$ cat src/rtl/sipo_frame_receiver_if.sv
// sipo_frame_receiver_if: serial input strobe, parallel valid/ready output and status pulses
// master: drives sin/sin_valid/dout_ready, observes dout, dout_valid, frame_err, overrun, busy (and parity_err)
// slave: the receiver side of the same signals
// SIPO_PARITY_EN adds the parity_err pulse
interface sipo_frame_receiver_if #(parameter int WIDTH = 8);
    logic             sin;
    logic             sin_valid;
    logic [WIDTH-1:0] dout;
    logic             dout_valid;
    logic             dout_ready;
    logic             frame_err;
    logic             overrun;
    logic             busy;
`ifdef SIPO_PARITY_EN
    logic             parity_err;
    modport master (output sin, sin_valid, dout_ready,
                    input dout, dout_valid, frame_err, overrun, busy, parity_err);
    modport slave  (input sin, sin_valid, dout_ready,
                    output dout, dout_valid, frame_err, overrun, busy, parity_err);
`else
    modport master (output sin, sin_valid, dout_ready,
                    input dout, dout_valid, frame_err, overrun, busy);
    modport slave  (input sin, sin_valid, dout_ready,
                    output dout, dout_valid, frame_err, overrun, busy);
`endif
endinterface

$ cat src/rtl/sipo_frame_receiver.sv
// sipo_frame_receiver: start bit, WIDTH data bits LSB first, stop bit -> parallel word on a one-entry valid/ready register
// clk: rising-edge clock; reset_n: asynchronous active-low reset
// bus (slave): sin/sin_valid in, dout/dout_valid/dout_ready out handshake, frame_err/overrun pulses, busy
// SIPO_PARITY_EN: even-parity bit between data and stop, adds parity_err pulse
module sipo_frame_receiver #(parameter int WIDTH = 8) (
    input logic clk,
    input logic reset_n,
    sipo_frame_receiver_if.slave bus
);
    localparam int CW = $clog2(WIDTH);
    typedef enum logic [1:0] {IDLE, DATA, STOP, PARITY} state_t;
    state_t           state;
    logic [CW-1:0]    cnt;
    logic [WIDTH-1:0] shreg;
    logic [WIDTH-1:0] dout;
    logic             dout_valid;
    logic             frame_err;
    logic             overrun;
`ifdef SIPO_PARITY_EN
    logic             par_bad;
    logic             parity_err;
    assign bus.parity_err = parity_err;
`endif
    assign bus.dout       = dout;
    assign bus.dout_valid = dout_valid;
    assign bus.frame_err  = frame_err;
    assign bus.overrun    = overrun;
    assign bus.busy       = state != IDLE;
    always_ff @(posedge clk or negedge reset_n) begin
        if (!reset_n) begin
            state      <= IDLE;
            cnt        <= '0;
            shreg      <= '0;
            dout       <= '0;
            dout_valid <= 1'b0;
            frame_err  <= 1'b0;
            overrun    <= 1'b0;
`ifdef SIPO_PARITY_EN
            par_bad    <= 1'b0;
            parity_err <= 1'b0;
`endif
        end else begin
            frame_err <= 1'b0;
            overrun   <= 1'b0;
`ifdef SIPO_PARITY_EN
            parity_err <= 1'b0;
`endif
            // a load at the stop edge below overrides this consume
            if (dout_valid && bus.dout_ready)
                dout_valid <= 1'b0;
            if (bus.sin_valid) begin
                case (state)
                    IDLE: if (!bus.sin) begin
                        state <= DATA;
                        cnt   <= '0;
                    end
                    DATA: begin
                        shreg <= {bus.sin, shreg[WIDTH-1:1]};
                        cnt   <= cnt + CW'(1);
`ifdef SIPO_PARITY_EN
                        if (cnt == CW'(WIDTH - 1)) state <= PARITY;
`else
                        if (cnt == CW'(WIDTH - 1)) state <= STOP;
`endif
                    end
`ifdef SIPO_PARITY_EN
                    PARITY: begin
                        par_bad <= ^{shreg, bus.sin};
                        state   <= STOP;
                    end
`endif
                    STOP: begin
                        state <= IDLE;
                        if (!bus.sin)
                            frame_err <= 1'b1;
`ifdef SIPO_PARITY_EN
                        else if (par_bad)
                            parity_err <= 1'b1;
`endif
                        else if (!dout_valid || bus.dout_ready) begin
                            dout       <= shreg;
                            dout_valid <= 1'b1;
                        end else
                            overrun <= 1'b1;
                    end
                    default: state <= IDLE;
                endcase
            end
        end
    end
endmodule

$ cat src/flat_wrapper.sv
// flat-port wrapper written by rule: the top's interface ports become plain ports
module sipo_frame_receiver_flat 
#(parameter int WIDTH = 8)
  (clk, reset_n, bus_sin, bus_sin_valid, bus_dout_ready, bus_dout, bus_dout_valid, bus_frame_err, bus_overrun, bus_busy);
  sipo_frame_receiver_if #(.WIDTH(WIDTH)) bus_i ();
  input logic clk;
  input logic reset_n;
  input wire logic [$bits(bus_i.sin)-1:0] bus_sin;
  input wire logic [$bits(bus_i.sin_valid)-1:0] bus_sin_valid;
  input wire logic [$bits(bus_i.dout_ready)-1:0] bus_dout_ready;
  output wire logic [$bits(bus_i.dout)-1:0] bus_dout;
  output wire logic [$bits(bus_i.dout_valid)-1:0] bus_dout_valid;
  output wire logic [$bits(bus_i.frame_err)-1:0] bus_frame_err;
  output wire logic [$bits(bus_i.overrun)-1:0] bus_overrun;
  output wire logic [$bits(bus_i.busy)-1:0] bus_busy;
  assign bus_i.sin = bus_sin;
  assign bus_i.sin_valid = bus_sin_valid;
  assign bus_i.dout_ready = bus_dout_ready;
  assign bus_dout = bus_i.dout;
  assign bus_dout_valid = bus_i.dout_valid;
  assign bus_frame_err = bus_i.frame_err;
  assign bus_overrun = bus_i.overrun;
  assign bus_busy = bus_i.busy;
  sipo_frame_receiver #(.WIDTH(WIDTH)) u_core (.clk(clk), .reset_n(reset_n), .bus(bus_i));
endmodule
$ cat config.mk
export PLATFORM = sky130hd
export DESIGN_NAME = sipo_frame_receiver_flat
export DESIGN_NICKNAME = d
export VERILOG_FILES = /design/src/rtl/sipo_frame_receiver_if.sv /design/src/rtl/sipo_frame_receiver.sv /design/src/flat_wrapper.sv
export SDC_FILE = /design/constraint.sdc
export NUM_CORES = 1
export LEC_CHECK = 0
export CAP_MARGIN = 10
export CORE_MARGIN = 5
export CORE_UTILIZATION = 35
export CTS_CLUSTER_SIZE = 30
export DETAILED_ROUTE_END_ITERATION = 7
export SLEW_MARGIN = 20
export SYNTH_ARGS = -nofsm -noshare
export SYNTH_HDL_FRONTEND = slang
export SYNTH_SLANG_ARGS = --single-unit
$ cat constraint.sdc
create_clock -name clk -period 2.3 [get_ports clk]
set_input_delay 0.575 -clock clk [delete_from_list [all_inputs] [get_ports clk]]
set_output_delay 0.575 -clock clk [all_outputs]
set_load 0.05 [all_outputs]
==> results of run 1 <==
## worst register-to-register path: stages, from the launching register on
cell      delay (ps)
dfrtp_1          480
nand4b_2         270
nor2b_2          130
buf_4            200
mux2_4           310
## sequential cells by signal (all words and copies together), names as in the netlist
| name | flops |
|---|---|
| u_core.cnt | 3 |
| u_core.bus.dout_valid | 1 |
| u_core.bus.frame_err | 1 |
| u_core.shreg | 8 |
| u_core.bus.dout | 8 |
| u_core.bus.overrun | 1 |
| u_core.state | 2 |
## power by group through the flow
stage	logic, mW	clock network [mW]	registers (mW)
global placement	0.491	0	0.651
global route	0.536	0.335	0.665
floorplan	0.287	0	0.720
detailed placement	0.498	0	0.656
finish	0.485	0.306	0.644
CTS	0.494	0.320	0.646
## timing repair
item | in CTS | in global routing
hold buffers | 0 | 0
gates resized for setup | 1 | 0
endpoints found under the setup margin | 1 | 0
## path summary, 6_finish.rpt
path | start | cells after the start | endpoint | slack, ps
setup / recovery | u_core.bus.dout[6] | 1 | bus_dout[6] | 200
hold / removal | u_core.cnt[2] | 1 | u_core.cnt[2] | 520
setup reg to reg | u_core.state[0] | 4 | u_core.bus.dout[7] | 820
hold reg to reg | u_core.cnt[2] | 1 | u_core.cnt[2] | 520
max in group asynchronous | reset_n | 2 | u_core.state[0] | 1470
min in group asynchronous | reset_n | 2 | u_core.shreg[2] | 580
## cell families after synthesis
kind of cell / after synthesis / synth area share, %
mux: 17 / 22.08
simple gates: 13 / 8.031
compound gates: 7 / 4.768
fa+ha+maj: 2 / 2.509
flops: 24 / 60.23
buf+inv: 4 / 2.384
## per-stage QoR
stage,std cells,setup slack [ps],instance area (um^2),power (mW)
detailed placement,115,179.0,1202,1.154
CTS,119,165.4,1254,1.460
finish,119,201.6,1254,1.434
global placement,115,193.2,1202,1.142
floorplan,67,712.7,997.2,1.007
global route,119,108.6,1254,1.536
## cells in the mapped netlist
library cell	number	share of area, %
buf_6	1	1.1
ha_1	2	2.5
nor2_1	3	1.1
or2b_1	1	0.75
and3_1	1	0.63
nand4b_2	1	1.5
mux2_4	8	12
nand2_1	2	0.75
mux2i_1	1	1.0
nand3_1	1	0.50
o21ai_0	3	1.5
nor2b_1	1	0.63
a22o_1	2	1.8
or2_2	1	0.63
dfrtp_1	24	60
a2bb2oi_1	1	0.88
inv_1	2	0.75
nand2_2	1	0.63
mux2_2	8	9.0
o22ai_1	1	0.63
nor2b_2	1	0.88
clkbuf_2	1	0.50
## cells in the final DEF, fill, tap and decap left out
| cell type | n |
|---|---|
| and3_1 | 1 |
| buf_4 | 3 |
| nor2b_1 | 1 |
| or2_2 | 1 |
| dlygate4sd2_1 | 1 |
| inv_1 | 2 |
| nand3_1 | 1 |
| dfrtp_1 | 24 |
| or2b_1 | 1 |
| mux2i_1 | 1 |
| bufinv_16 | 1 |
| o22ai_1 | 1 |
| o21ai_0 | 3 |
| clkdlybuf4s50_1 | 15 |
| nand2_1 | 2 |
| mux2_2 | 8 |
| mux2_4 | 8 |
| nand2_2 | 1 |
| nor2b_2 | 1 |
| a22o_1 | 2 |
| ha_1 | 2 |
| nor2_1 | 3 |
| clkbuf_4 | 3 |
| nand4b_2 | 1 |
| a2bb2oi_1 | 1 |
## per-layer routing
metal,global-route usage (%),vias up,share of wire [%]
met2,12.56,9,47
met5,0,-,0
li1,-,280,-
met3,3.730,4,5.8
met4,5.455,0,2.3
met1,10.59,280,45
## area by class of cell
type,count,area (um^2),share of cell area (%)
flip-flops and latches,24,600.6,47.90
clock inverters,1,30.03,2.395
inverters,2,7.507,0.5988
clock buffers,3,22.52,1.796
multi-input cells,39,372.9,29.74
well taps,31,38.79,3.094
repair buffers,19,181.4,14.47
==> flow_metrics.tcl, run 1 <==
set metrics [dict create \
    clock_sinks 24 \
    p_int_uw 970.9 \
    critPathBufInv 1 \
    cp-end-kind "output pin" \
    fp-row-count 19 \
    clk_pin_slew_ps 140 \
    relSlewSlack_pct 66.70 \
    switching_share_pct 32.30 \
    synth_seq_cells 24 \
    power_leakage_nw 0.5944 \
    post-route-drc-count 0 \
    htree_levels 1 \
    antenna_found_initial 0 \
    wl_per_cell_um 12.96 \
    crit_path_max_incr_delay_ps 810 \
    clock_path_buffers 2 \
    cp_data_required_time_ps 1730 \
    path_delay_family "buffers and inverters" \
    hold_class "reg -> reg" \
    dr.pass1.iters 4 \
    ant_nets 0 \
    postCtsSetupBuffers 0 \
    start_kind "flop" \
    tightest_slew_ps 498.0 \
    critical_path_class "reg -> out" \
    grt_setup_unrepaired "no" \
    synth_fp_nets 74 \
    grt_pass1_wl_um 2739 \
    cts_root_buffer "clkbuf_4" \
    crit_fanout 2 \
    grt_util_all_layers_pct 8.725 \
    outcome "complete, no violations" \
    viasPerCell 4.815 \
    gp_congestion 0.7561 \
    synthCells 67 \
    hold-worst-slack_ps 521.3 \
    die_x_um 63.38 \
    combPwrFrac_pct 33.8 \
    avgSynthCellArea_um2 14.88 \
    maxSlewViolCount 0 \
    routed_wl_um 1542 \
    ys_types 22 \
    grt_overflow 0 \
    vias 573 \
    setup_violations 0 \
    io_buffer_count 16 \
    yosysSeqAreaShare_pct 60.23 \
    drt-initial-drc-count 8 \
    die_area_um2 4016 \
    power.switching_uw 463.2 \
    clkPwrFrac_pct 21.3 \
    diodes 0 \
    worstPathCellList "clkdlybuf4s50_1" \
    die_h_um 63.38 \
    cts_tree "done" \
    max_freq_ghz 0.4765 \
    core_area_um2 2734 \
    hold_viol_final 0 \
    vdd_drop_max_mv 0.5534 \
    synth_area_um2 997.2 \
    fillCellCount 247 \
    area_growth_pct 25.72 \
    post-route-period-util_pct 91.24 \
    cp_slowest_cell "clkdlybuf4s50_1" \
    fin_skew_ps 11.47 \
    p_seq_share_pct 44.9 \
    ioPinCount 17 \
    cap_violations 0 \
    insertion_delay_ps 320 \
    grt_start_max_net_pins 25 \
    powerDensity_nw_per_um2 1144 \
    fin_nets 96 \
    grt_pass1_vias 575 \
    period_minus_slack_ps 2098 \
    finalSetupTns_ps 0 \
    initial_core_util_pct 36.48 \
    cts_inserted_buffers 3 \
    drive_gt1_share_pct 30.68 \
    worstPathArrival_ps 1520 \
    post-route-util_pct 45.86 \
    yosys_warnings 0 \
]
Note: power is estimated with default switching activity, not from simulation.
==> inputs of run 2 (changes only) <==
Settings changed: PLACE_DENSITY set to 0.67.
==> run 2 against run 1 <==
- critical path depth rose by 1
- sequential share of layout area unchanged
- non-clock buffer count is the same
- register-to-register slack barely moved
- design area did not move
- first-iteration DRC count rose by 38%
- cell count stayed put
- clock power is 3% lower
- critical endpoint is now bus_busy
- largest cell class unchanged
==> flow_metrics.tcl, run 2 (synthesized netlist as in run 1, its figures left out) <==
set metrics [dict create \
    insertion_delay_ps 300 \
    gp_congestion 0.7493 \
    viasPerCell 4.639 \
    wl_per_cell_um 12.46 \
    die_area_um2 4016 \
    r2r_setup_slack_ps 820 \
    worstPathArrival_ps 1500 \
    finalSetupTns_ps 0 \
    tightest_slew_ps 498.4 \
    io_buffer_count 16 \
    grt_pass1_wl_um 2635 \
    cp-end-kind "output pin" \
    powerDensity_nw_per_um2 1141 \
    hold-worst-slack_ps 517.6 \
    fp-row-count 19 \
    grt_overflow 0 \
    drive_gt1_share_pct 30.68 \
    fin_nets 96 \
    design_area_um2 1254 \
    vias 552 \
    clock_sinks 24 \
    cap_violations 0 \
    period_minus_slack_ps 2071 \
    reg_top3 "u_core.bus.dout (8), u_core.shreg (8), u_core.cnt (3)" \
    power_leakage_nw 0.5944 \
    clock_path_buffers 2 \
    r2r_start "u_core.state[0]" \
    ant_nets 0 \
    final_common_cell "dfrtp_1" \
    placed_area_um2 1202 \
    relSlewSlack_pct 66.67 \
    hold_class "reg -> reg" \
    outcome "complete, no violations" \
    hpwl_um 1103 \
    hold_viol_final 0 \
    critPathCapture "bus_busy" \
    antenna_found_initial 0 \
    cts_inserted_buffers 3 \
    diodes 0 \
    layout_common_cells "dfrtp_1 (24), clkdlybuf4s50_1 (15), mux2_4 (8), mux2_2 (8)" \
    fillCellCount 256 \
    initial_core_util_pct 36.48 \
    die_h_um 63.38 \
    crit_fanout 8 \
    drt-initial-drc-count 11 \
    max_freq_ghz 0.4828 \
    die_x_um 63.38 \
    start_kind "flop" \
    rr_endpoint "u_core.bus.dout[6]" \
    htree_levels 1 \
    postCtsSetupBuffers 0 \
    r2r_cells 4 \
    fin_skew_ps 2.240 \
    multi_input_area_um2 372.9 \
    setup_violations 0 \
    cp_data_required_time_ps 1730 \
    core_area_um2 2734 \
    grt_start_max_net_pins 25 \
    ioPinCount 17 \
    clk_pin_slew_ps 130 \
    dr.pass1.iters 2 \
    post-route-period-util_pct 90.06 \
    grt_util_all_layers_pct 8.525 \
    post-route-drc-count 0 \
    critical_path_class "reg -> out" \
    vdd_drop_max_mv 0.5263 \
    routed_wl_um 1483 \
    maxSlewViolCount 0 \
    cts_tree "done" \
    grt_setup_unrepaired "no" \
    cts_root_buffer "clkbuf_4" \
    cp-startpoint "u_core.state[0]" \
    cts_hold_buf 0 \
    register_area_um2 600.6 \
    grt_pass1_vias 556 \
    hold_path_startpoint "u_core.shreg[0]" \
    area_growth_pct 25.72 \
    design_power_total_mw 1.430 \
]
[run 2: layout make-up]
type	instances	share of cell area, %
Sequential cell	24	47.90
Multi-Input combinational cell	39	29.74
Timing Repair Buffer	19	14.47
Tap cell	31	3.094
Clock inverter	1	2.395
Clock buffer	3	1.796
Inverter	2	0.5988
[run 2: stage by stage]
step,std cells,util [%],setup WS [ps]
after detailed placement,115,43.98,179.4
after global routing,119,45.86,164.6
after floorplan,67,-,712.7
after CTS,119,45.86,205.5
final,119,45.86,228.7
after global placement,115,43.98,197.1
[run 2: worst min-delay path by stage]
stage / depth (start not counted) / slack, ps / to
global placement: 1 / 490 / u_core.bus.dout[0]
global route: 1 / 540 / u_core.bus.dout[1]
finish: 1 / 520 / u_core.bus.dout[0]
detailed placement: 1 / 490 / u_core.bus.dout[0]
CTS: 1 / 520 / u_core.bus.dout[0]
floorplan: 0 / 280 / u_core.bus.dout[0]
[run 2: what timing repair did]
| action | 4_1_cts | 5_1_grt |
|---|---|---|
| endpoints found under the setup margin | 1 | 0 |
| resized for setup | 1 | 0 |
| hold endpoints to repair | 0 | 0 |
[run 2: worst max-delay path: stages, from the launching register on]
cell and delay, ps:
dfrtp_1 480, or2_2 290, dlygate4sd2_1 420
[run 2: layer usage]
metal  track usage, %  vias to the layer above  share of wire [%]
li1                 -                      275                  -
met1            11.80                      263                 52
met2            10.66                       12                 41
met3            3.020                        2                5.1
met4            6.234                        0                1.8
met5                0                        -                  0
[run 2: where the power goes]
| group | internal, mW | total (mW) | switching, mW | leakage [nW] |
|---|---|---|---|---|
| clock | 0.176 | 0.298 | 0.122 | 0.0279 |
| combinational | 0.242 | 0.488 | 0.246 | 0.255 |
| sequential | 0.554 | 0.644 | 0.0906 | 0.311 |
| total | 0.972 | 1.43 | 0.458 | 0.594 |
==> inputs of run 3 (changes only) <==
Settings changed: DONT_BUFFER_PORTS set to 1, PLACE_DENSITY 0.67 to 0.59.
==> run 3 against run 2 <==
- combinational power fell by 35%
- clock-buffer cell count rose by 1
- first-iteration DRC count fell by 27%
- die area did not move
- clock power fell by 29%
==> flow_metrics.tcl, run 3 (synthesized netlist as in run 1, its figures left out) <==
set metrics [dict create \
    outcome "complete, no violations" \
    cts_resized 0 \
    cp.depth 1 \
    dr.pass1.iters 2 \
    finalSetupTns_ps 0 \
    reg_top3 "u_core.bus.dout (8), u_core.shreg (8), u_core.cnt (3)" \
    powerDensity_nw_per_um2 1191 \
    stdcell_count 102 \
    grt_overflow 0 \
    worstPathCellList "or2_2" \
    htree_levels 1 \
    critPathCapture "bus_busy" \
    setup_violations 0 \
    ant_nets 0 \
    fp-row-count 19 \
    cp_data_required_time_ps 1730 \
    insertion_delay_ps 300 \
    cp_slowest_cell "dfrtp_1" \
    start_kind "flop" \
    cts_inserted_buffers 3 \
    viasPerCell 4.980 \
    grt_pass1_wl_um 2504 \
    crit_path_max_incr_delay_ps 500 \
    die_h_um 63.38 \
    drt-initial-drc-count 8 \
    maxSlewViolCount 0 \
    r2r_start "u_core.state[0]" \
    postCtsSetupBuffers 0 \
    r2r_setup_slack_ps 620 \
    drive_gt1_share_pct 36.62 \
    relSlewSlack_pct 61.69 \
    area_growth_pct 7.151 \
    critical_path_class "reg -> out" \
    cts_hold_buf 1 \
    worst_slack_ps 456.1 \
    die_x_um 63.38 \
    grt_pass1_vias 523 \
    layout_common_cells "dfrtp_1 (24), mux2_4 (8), mux2_2 (8)" \
    antenna_found_initial 0 \
    rr_endpoint "u_core.bus.dout[6]" \
    ioPinCount 17 \
    vias 508 \
    final_common_cell "dfrtp_1" \
    register_area_um2 600.6 \
    cp-startpoint "u_core.state[1]" \
    routed_wl_um 1472 \
    numPlacedInstances 97 \
    hold_class "in -> async" \
    die_area_um2 4016 \
    multi_input_area_um2 372.9 \
    fin_nets 79 \
    grt_util_all_layers_pct 8.068 \
    io_buffer_count 0 \
    post-route-drc-count 0 \
    wl_per_cell_um 14.43 \
    vdd_drop_max_mv 0.6543 \
    worstPathArrival_ps 1270 \
    clock_path_buffers 2 \
    period_minus_slack_ps 1844 \
    grt_setup_unrepaired "no" \
    crit_fanout 8 \
    fillCellCount 260 \
    hpwl_um 1083 \
    gp_congestion 0.7482 \
    post-route-period-util_pct 80.17 \
    tightest_slew_ps 572.0 \
    core_area_um2 2734 \
    cp-end-kind "output pin" \
    pre_cts_ws_ps 600.3 \
    hold_viol_final 0 \
    initial_core_util_pct 36.48 \
    cap_violations 0 \
    diodes 0 \
    cts_root_buffer "clkbuf_4" \
    grt_start_max_net_pins 25 \
    r2r_cells 3 \
    power_leakage_nw 0.5253 \
    hold-worst-slack_ps 222.5 \
    clk_pin_slew_ps 120 \
    cts_tree "done" \
    clock_sinks 24 \
    path_delay_family "flip-flops" \
    fin_skew_ps 3.256 \
    max_freq_ghz 0.5423 \
    critPathBufInv 0 \
]
run 3: worst min-delay path by stage:
stage | to | cells past startpoint | slack (ps) | startpoint
CTS | u_core.state[1] | 1 | 320 | bus_sin_valid
floorplan | u_core.bus.dout[0] | 0 | 280 | reset_n
global route | u_core.shreg[1] | 1 | 230 | reset_n
finish | u_core.bus.dout_valid | 1 | 220 | reset_n
detailed placement | u_core.bus.dout[0] | 0 | 280 | reset_n
global placement | u_core.bus.dout[1] | 0 | 280 | reset_n
run 3: layout make-up:
| type | instances | area share (%) |
|---|---|---|
| inverter | 2 | 0.7026 |
| tap | 31 | 3.630 |
| sequential | 24 | 56.21 |
| timing repair buffer | 2 | 1.171 |
| multi-input combinational | 39 | 34.89 |
| clock buffer | 4 | 3.396 |
run 3: metrics by stage:
step	power, mW	cell area [um^2]	util [%]
floorplan	1.007	997.2	-
global placement	1.055	1027	37.57
detailed placement	1.071	1027	37.57
CTS	1.297	1074	39.27
global route	1.372	1069	39.08
finish	1.273	1069	39.08
run 3: report_power, final:
part / switching (mW) / internal [mW]
logic: 0.132 / 0.183
registers: 0.193 / 0.552
clock network: 0.116 / 0.0966
total: 0.441 / 0.832
run 3: per-layer routing:
| layer | global-route usage [%] | up-vias | wire (um) | share of wire [%] |
|---|---|---|---|---|
| li1 | - | 243 | - | - |
| met1 | 9.284 | 248 | 644 | 44 |
| met2 | 12.56 | 15 | 693 | 47 |
| met3 | 4.796 | 2 | 123 | 8.4 |
| met4 | 2.338 | 0 | 10 | 0.68 |
| met5 | 0 | - | 0 | 0 |
